### src/rtl/mem_arbiter.sv
// mem_arbiter
//   Shares the single multi-cycle main memory between the I-cache and the D-cache.
//   One requester is granted at a time. A fill issues 8 word reads (one per cycle);
//   the returned words are routed back with a word index and a done pulse. A D-cache
//   write-through is a single write cycle followed by an ack pulse. The memory read
//   latency is not known here, so words are counted as MemDataValid arrives.
//
// Ports
//   clk, rst                 clock; asynchronous active-low reset
//   IReq, IAddr              I-cache fill request and miss address
//   DReq, DWrite, DAddr,
//   DWriteData               D-cache request (write-through or fill), address, data
//   MemDataOut, MemDataValid memory read data and valid
//   MemEnable, MemWr,
//   MemAddr, MemDataIn       memory access command
//   FillData, FillWordIdx    returned word and its index within the block
//   IFillValid, DFillValid   FillData belongs to the I / D cache
//   IFillDone, DFillDone     last word of the block delivered (one-cycle pulse)
//   DWriteAck                D write issued to memory (one-cycle pulse)
//
// state  | meaning
// IDLE   | no access in flight; requests arbitrated here only
// FILL_I | issuing/receiving an I-cache block fill
// FILL_D | issuing/receiving a D-cache block fill
// WRITE  | single D-cache write-through cycle

module mem_arbiter #(
   parameter int WORDS_PER_BLOCK = 8,
   parameter int IDX_W           = 3
) (
   input  logic             clk,
   input  logic             rst,
   input  logic             IReq,
   input  logic [15:0]      IAddr,
   input  logic             DReq,
   input  logic             DWrite,
   input  logic [15:0]      DAddr,
   input  logic [15:0]      DWriteData,
   input  logic [15:0]      MemDataOut,
   input  logic             MemDataValid,
   output logic             MemEnable,
   output logic             MemWr,
   output logic [15:0]      MemAddr,
   output logic [15:0]      MemDataIn,
   output logic [15:0]      FillData,
   output logic             IFillValid,
   output logic             DFillValid,
   output logic [IDX_W-1:0] FillWordIdx,
   output logic             IFillDone,
   output logic             DFillDone,
   output logic             DWriteAck
);

   typedef enum logic [1:0] {IDLE, FILL_I, FILL_D, WRITE} state_t;

   localparam logic [IDX_W:0]   ISSUE_LOAD = (IDX_W+1)'(WORDS_PER_BLOCK);
   localparam logic [IDX_W-1:0] LAST_IDX   = IDX_W'(WORDS_PER_BLOCK - 1);
   localparam logic [15:0]      BASE_MASK  = ~16'(2 * WORDS_PER_BLOCK - 1);

   state_t           state_q, state_d;
   logic [15:0]      addr_q;
   logic [15:0]      data_q;
   logic [IDX_W:0]   issue_left_q;
   logic [IDX_W-1:0] recv_idx_q;
   logic             i_priority_q;
   logic             grant_i, grant_d;

   always_comb begin
      state_d     = state_q;
      grant_i     = 1'b0;
      grant_d     = 1'b0;
      MemEnable   = 1'b0;
      MemWr       = 1'b0;
      MemAddr     = 16'h0000;
      MemDataIn   = 16'h0000;
      FillData    = 16'h0000;
      IFillValid  = 1'b0;
      DFillValid  = 1'b0;
      FillWordIdx = '0;
      IFillDone   = 1'b0;
      DFillDone   = 1'b0;
      DWriteAck   = 1'b0;
      case (state_q)
         IDLE: begin
            // I wins only when D has no request or I was passed over last time.
            if (IReq && (i_priority_q || !DReq)) begin
               grant_i = 1'b1;
               state_d = FILL_I;
            end else if (DReq) begin
               grant_d = 1'b1;
               state_d = DWrite ? WRITE : FILL_D;
            end
         end
         WRITE: begin
            MemEnable = 1'b1;
            MemWr     = 1'b1;
            MemAddr   = addr_q;
            MemDataIn = data_q;
            DWriteAck = 1'b1;
            state_d   = IDLE;
         end
         FILL_I, FILL_D: begin
            if (issue_left_q != '0) begin
               MemEnable = 1'b1;
               MemAddr   = addr_q;
            end
            if (MemDataValid) begin
               FillData    = MemDataOut;
               FillWordIdx = recv_idx_q;
               if (state_q == FILL_I) IFillValid = 1'b1;
               else                   DFillValid = 1'b1;
               if (recv_idx_q == LAST_IDX) begin
                  if (state_q == FILL_I) IFillDone = 1'b1;
                  else                   DFillDone = 1'b1;
                  state_d = IDLE;
               end
            end
         end
         default: state_d = IDLE;
      endcase
   end

   always_ff @(posedge clk or negedge rst) begin
      if (!rst) begin
         state_q      <= IDLE;
         addr_q       <= 16'h0000;
         data_q       <= 16'h0000;
         issue_left_q <= '0;
         recv_idx_q   <= '0;
         i_priority_q <= 1'b0;
      end else begin
         state_q <= state_d;
         if (grant_i) begin
            addr_q       <= IAddr & BASE_MASK;
            issue_left_q <= ISSUE_LOAD;
            recv_idx_q   <= '0;
            i_priority_q <= 1'b0;
         end else if (grant_d) begin
            if (DWrite) begin
               addr_q <= DAddr;
               data_q <= DWriteData;
            end else begin
               addr_q       <= DAddr & BASE_MASK;
               issue_left_q <= ISSUE_LOAD;
               recv_idx_q   <= '0;
            end
            if (IReq) i_priority_q <= 1'b1;
         end else if (state_q == FILL_I || state_q == FILL_D) begin
            // addr_q doubles as the issue address, stepping one word per issue.
            if (issue_left_q != '0) begin
               issue_left_q <= issue_left_q - 1'b1;
               addr_q       <= addr_q + 16'd2;
            end
            if (MemDataValid) recv_idx_q <= recv_idx_q + 1'b1;
         end
      end
   end

endmodule

### config.mk
export PLATFORM = sky130hd
export DESIGN_NAME = mem_arbiter
export DESIGN_NICKNAME = d
export VERILOG_FILES = /design/src/rtl/mem_arbiter.sv
export SDC_FILE = /design/constraint.sdc
export NUM_CORES = 1
export LEC_CHECK = 0
export ABC_AREA = 0
export CAP_MARGIN = 10
export CORE_MARGIN = 5
export CORE_UTILIZATION = 42
export DETAILED_ROUTE_END_ITERATION = 12
export PLACE_DENSITY = 0.91
export SLEW_MARGIN = 20
export SYNTH_ARGS = -nofsm -noshare
export SYNTH_HDL_FRONTEND = slang
export SYNTH_SLANG_ARGS = --single-unit
### constraint.sdc
create_clock -name clk -period 2.68 [get_ports clk]
set_input_delay 0.536 -clock clk [delete_from_list [all_inputs] [get_ports clk]]
set_output_delay 0.536 -clock clk [all_outputs]
set_load 0.02 [all_outputs]
Yosys cells after proc, flatten, opt, wreduce, memory -nomap -nowiden
Index checks and enable logic that the tools add are counted.
{ "classes": {"n_mux": 51, "n_reduce_logical": 18, "n_addsub": 3, "n_eq_ne": 8, "n_bitwise": 1} }
{ "op_table": {"columns": ["op", "n"], "rows": [
  ["$mux 16", 8],
  ["$pmux 16 s2", 1],
  ["$mux 4", 6],
  ["$mux 1", 23],
  ["$mux 3", 7],
  ["$add 16x2->16 const B", 1],
  ["$reduce_and 3->1", 4],
  ["$reduce_bool 3->1", 3],
  ["$mux 2", 4],
  ["$ne 3x3->1 const B", 2],
  ["$pmux 2 s3", 1],
  ["$eq 2x2->1 const B", 2],
  ["$ne 2x2->1 const B", 2],
  ["$reduce_and 2->1", 2],
  ["$reduce_bool 2->1", 2],
  ["$reduce_bool 4->1", 1],
  ["$sub 4x1->4 const B", 1],
  ["$add 3x1->3 const B", 1],
  ["$eq 3x3->1 const B", 1],
  ["$eq 2x1->1 const B", 1],
  ["$logic_not 2->1", 1],
  ["$logic_or 1x1->1", 2],
  ["$pmux 1 s2", 1],
  ["$reduce_or 2->1", 1],
  ["3 further kinds", 3]
]} }
{ "word_totals": {"in_bits": 70, "out_inout_bits": 58, "word_cells": 87, "register_bits": 42} }

Longest topological paths before layout
Gate-level depths: netlist of the first run.
{ "logic_depth": {"depth_word": 7, "mapped_depth": 9, "depth_no_buf": 6} }

Worst setup path before layout of the first run
OpenSTA, ideal clock, no wires.
{ "synth_timing": {"path_kind": "reg-to-output", "startpoint": "reg issue_left_q[0]", "endpoint": "out MemAddr[0]", "stages_incl_launch_ff": 9, "n_path_buf": 2, "required_ns": 2.144, "t_arrival_ns": 1.994, "slack_ns": 0.150, "path_cell_list": "dfrtp_1 -> inv_1 -> ha_1 -> or3b_2 -> clkbuf_1 -> a21oi_1 -> nor2_1 -> clkbuf_1 -> and2_1"} }
{ "synth_between": {"elab_chain_len": 3} }
{ "synth_rtl": {"columns": ["item", "line_no", "text"], "rows": [
  ["start: declaration", "63", "logic [IDX_W:0] issue_left_q;"],
  ["start signal: assignment", "151", "issue_left_q <= issue_left_q - 1'b1;"],
  ["$reduce_bool 4->1", "103", "if (issue_left_q != '0) begin"],
  ["$mux 16", "103", null],
  ["$pmux 16 s2", "83", "case (state_q)"],
  ["end: declaration", "43", "output logic [15:0] MemAddr,"]
]} }
No other way between the ends.

Worst setup path after layout of the first run
{ "layout_timing": {"startpoint": "reg issue_left_q[0]", "endpoint": "out MemAddr[11]"} }
The elaborated chain is that of the path after synthesis.

==> impl_results.md, run 1 <==
- Outcome: completed
- PortBufs: about 120
- Syn_nets: roughly 390
- Final slew viol count: 0
- Hold slack final: between 0.3 and 0.4 ns
- Max Freq: 388.8 MHz
- Fin Setup TNS: 0 ns
- Final hold viol count: 0
- Final net count: 517
- Slew @ Worst Pin: 0.9771 ns
- Power per cell area: approximately 1100 nW/µm²
- Row cnt: 29
- RSZ-0062 raised after global routing: false
- Drt drc: 0
- First-pass GRT wire length: between 15,000 and 20,000 µm
- Width of the die: 91.71 µm
- RePlAce Congestion: 0.8686
- Wire per inst: 19.25 µm
- IO Pins: roughly 130
- Total grt overflow: 0
- Final setup margin: 0.1081 ns
- Final period util: 95.96%
- Clk slew on worst S/H paths: 0.09 ns
- Minimum clock period: 2.572 ns
- Hold Crit Class: in2async
- Seq cells post-synth: 42
- Setup violations, final: 0
- Synth-to-layout area growth: 53.73%
- Slowest-stage cell, CP: or3b_4
- Clk_skew: approximately 0.014 ns
- CP Depth: 7
- Top cell type's share of synthesized area: 37.48%
- Vias in the first global route: just over 3,000
- Library cells used by synthesis: 58
- Netlist Area Pre-Place: ~2800 µm²
- Cells after synthesis: 307
- CTS max path bufs: 2
- Clock insertion delay at the later pin of the skew report: around 0.31 ns
- Critical Path AT: 2.04 ns
- Post-layout util: 67.11%
- XOR/XNOR Fraction of Synth Area: 1.249%
- Slowest Stage Delay on Critical Path: 0.41 ns
- Initial detailed-routing violation count: 260
- Pre-CTS WS: -0.3216 ns
- # diodes: 0
- Most common flop cell mapped by yosys: dfrtp_1
- CTS tree: yes
- Top cells by count, synth: dfrtp_1, and2_1, and3_1, mux2_2
- Register area share after synthesis: 37.48%
- Top cells by area, synth: dfrtp_1, and2_1, mux2_2
- Main combinational cell family by area after synthesis: simple AND/OR/NAND/NOR gates
- Count leader, synth: dfrtp_1
- Area leader, netlist: dfrtp_1
- CP endpoint kind: output port
- Worst setup path startpoint: issue_left_q[0]$_DFFE_PN0P_
- Core Area: 6422 µm²
- Starting density of the core: between 40% and 50%
- Detail Placement HPWL: around 7300 µm
- Drt first pass iters: 5
- Max-cap violations: 0
- Largest net degree at the start of global routing: 43
- Startpoint types: flip-flop
- CP Max Fanout: 2
- CTS buffer count: 5
- Synth Area in Compound Gates: 19.68%
- Crit path required time: 2.14 ns
- Reg2reg start: state_q[1]$_DFFE_PN0P_
- Crit path kind: reg2out
- Post-Synth Adder-Cell Area: 3.570%
- WP buf/inv: 3
- Clock Sinks: 42
- Reg2Reg Depth: 7
- Worst IR Drop VDD: 0.6308 mV
- Cell Chain, Critical Path: inv_1 > ha_1 > or3b_4 > a21oi_4 > buf_4 > nor3_1 > clkdlybuf4s15_1
- Number of antenna violations at the first check in global routing: 0
- H-tree level count: 2
- Post-synthesis mux area share: about 7.6%
- LEAKAGE: between 2 and 2.5 nW
- Yosys warns: 0
- Wirelength, routed: between 9000 and 10,000 µm
- # fillers: 485
- Tot Pwr: around 4.5 mW
- Worst slew margin: 34.86%
- Die height: 91.71 µm
- Fraction of layout cells with a size suffix above 1: approximately a fifth
- DIE AREA: 8410 µm²
- GRT Util Overall: 23.01%
- Asr flop ratio synth: 100.0%
- Crit path max-delay family: buffers and inverters
- Average size of a mapped cell: 9.133 µm²
- Simple-Gate Fraction of Synth Area: 25.70%
- ANT nets after route: 0
- Post-DR vias/cell: 5.863
- EDFF count, synth: 0
- Post-CTS Setup Bufs: 0
- Vias: 3,031
- Root buffer cell: clkbuf_8
[layout make-up]
class | instances | area, µm² | share of cell area (%)
inverter | 8 | 30.03 | 0.6967
sequential | 42 | 1051 | 24.38
clock inverter | 3 | 21.27 | 0.4935
multi-input combinational | 234 | 1642 | 38.08
tap | 77 | 96.34 | 2.235
clock buffer | 5 | 68.82 | 1.597
timing repair buffer | 148 | 1401 | 32.51
[path summary, 6_finish.rpt]
check / slack (ns) / to
worst max-delay path: 0.11 / MemAddr[11]
worst min-delay path: 0.38 / addr_q[10]$_DFFE_PN0P_
min in group clk: 0.50 / data_q[7]$_DFFE_PN0P_
worst min register to register: 0.50 / data_q[7]$_DFFE_PN0P_
max in group asynchronous: 1.69 / i_priority_q$_DFFE_PN0P_
worst max register to register: 0.43 / addr_q[11]$_DFFE_PN0P_
[placed cells by master (no fill, tap or decap), types with 8 or more instances in the layout]
master | synthesis | final
ha_1 | 8 | 8
buf_4 | 1 | 23
nand3_1 | 9 | 9
clkdlybuf4s50_1 | 0 | 83
and3_1 | 22 | 22
inv_1 | 8 | 8
a21oi_1 | 17 | 16
o21ai_0 | 16 | 16
dfrtp_1 | 42 | 42
and2_1 | 37 | 37
dlymetal6s2s_1 | 0 | 19
nor2_1 | 11 | 10
clkbuf_2 | 1 | 15
mux2_2 | 18 | 18
nand2_1 | 17 | 17
[metrics by stage]
step                cells  cell area [µm²]
floorplan             307             2804
global placement      509             4224
detailed placement    509             4224
CTS                   517             4319
global route          517             4310
finish                517             4310
[registers in the layout, summed over array words and instances, names as in the netlist]
| name | flops |
|---|---|
| state_q | 2 |
| recv_idx_q | 3 |
| i_priority_q | 1 |
| data_q | 16 |
| issue_left_q | 4 |
| addr_q | 16 |
[worst reg2reg max path, cell delays in order (launching register included)]
cell	delay, ns
dfrtp_1	0.37
inv_1	0.06
ha_1	0.37
buf_8	0.22
inv_1	0.11
a21oi_1	0.55
o21ai_0	0.19
o221a_2	0.29
[power by group]
group	switching [mW]	internal, mW	leakage, nW
Sequential	0.280	0.939	0.508
Combinational	1.59	1.30	1.61
Clock	0.245	0.183	0.0441
Total	2.11	2.42	2.16
[cell families after synthesis]
| logic type | after synthesis |
|---|---|
| fa+ha+maj | 8 |
| mux | 19 |
| compound gates | 80 |
| simple gates | 123 |
| buf+inv | 31 |
| flops | 42 |
| xor+xnor | 4 |
[per-layer routing]
metal	global-route usage (%)	wire [µm]	share of wire [%]
met1	27.88	3792	38
met2	40.05	5255	53
met3	5.155	693	7.0
met5	0	0	0
met4	8.416	209	2.1
[timing repair]
item	4_1_cts	5_1_grt
hold buffers	0	0
setup endpoints to repair	20	35
gates resized for setup	30	47
gates cloned	0	0
Note: power is estimated with default switching activity, not from simulation.
==> run 2: changes to the inputs <==
--- a/config.mk
+++ b/config.mk
@@ -6,7 +6,6 @@
 export NUM_CORES = 1
 export LEC_CHECK = 0
 export ABC_AREA = 0
-export CAP_MARGIN = 10
 export CORE_MARGIN = 5
 export CORE_UTILIZATION = 42
 export DETAILED_ROUTE_END_ITERATION = 12
==> results of run 2 <==
Same layout as run 1: the final DEF is identical, and so are final timing and power.
==> run 3: changes to the inputs <==
--- a/config.mk
+++ b/config.mk
@@ -10,7 +10,6 @@
 export CORE_UTILIZATION = 42
 export DETAILED_ROUTE_END_ITERATION = 12
 export PLACE_DENSITY = 0.91
-export SLEW_MARGIN = 20
 export SYNTH_ARGS = -nofsm -noshare
 export SYNTH_HDL_FRONTEND = slang
 export SYNTH_SLANG_ARGS = --single-unit
==> results of run 3 <==
Same layout as run 1: the final DEF is identical, and so are final timing and power.
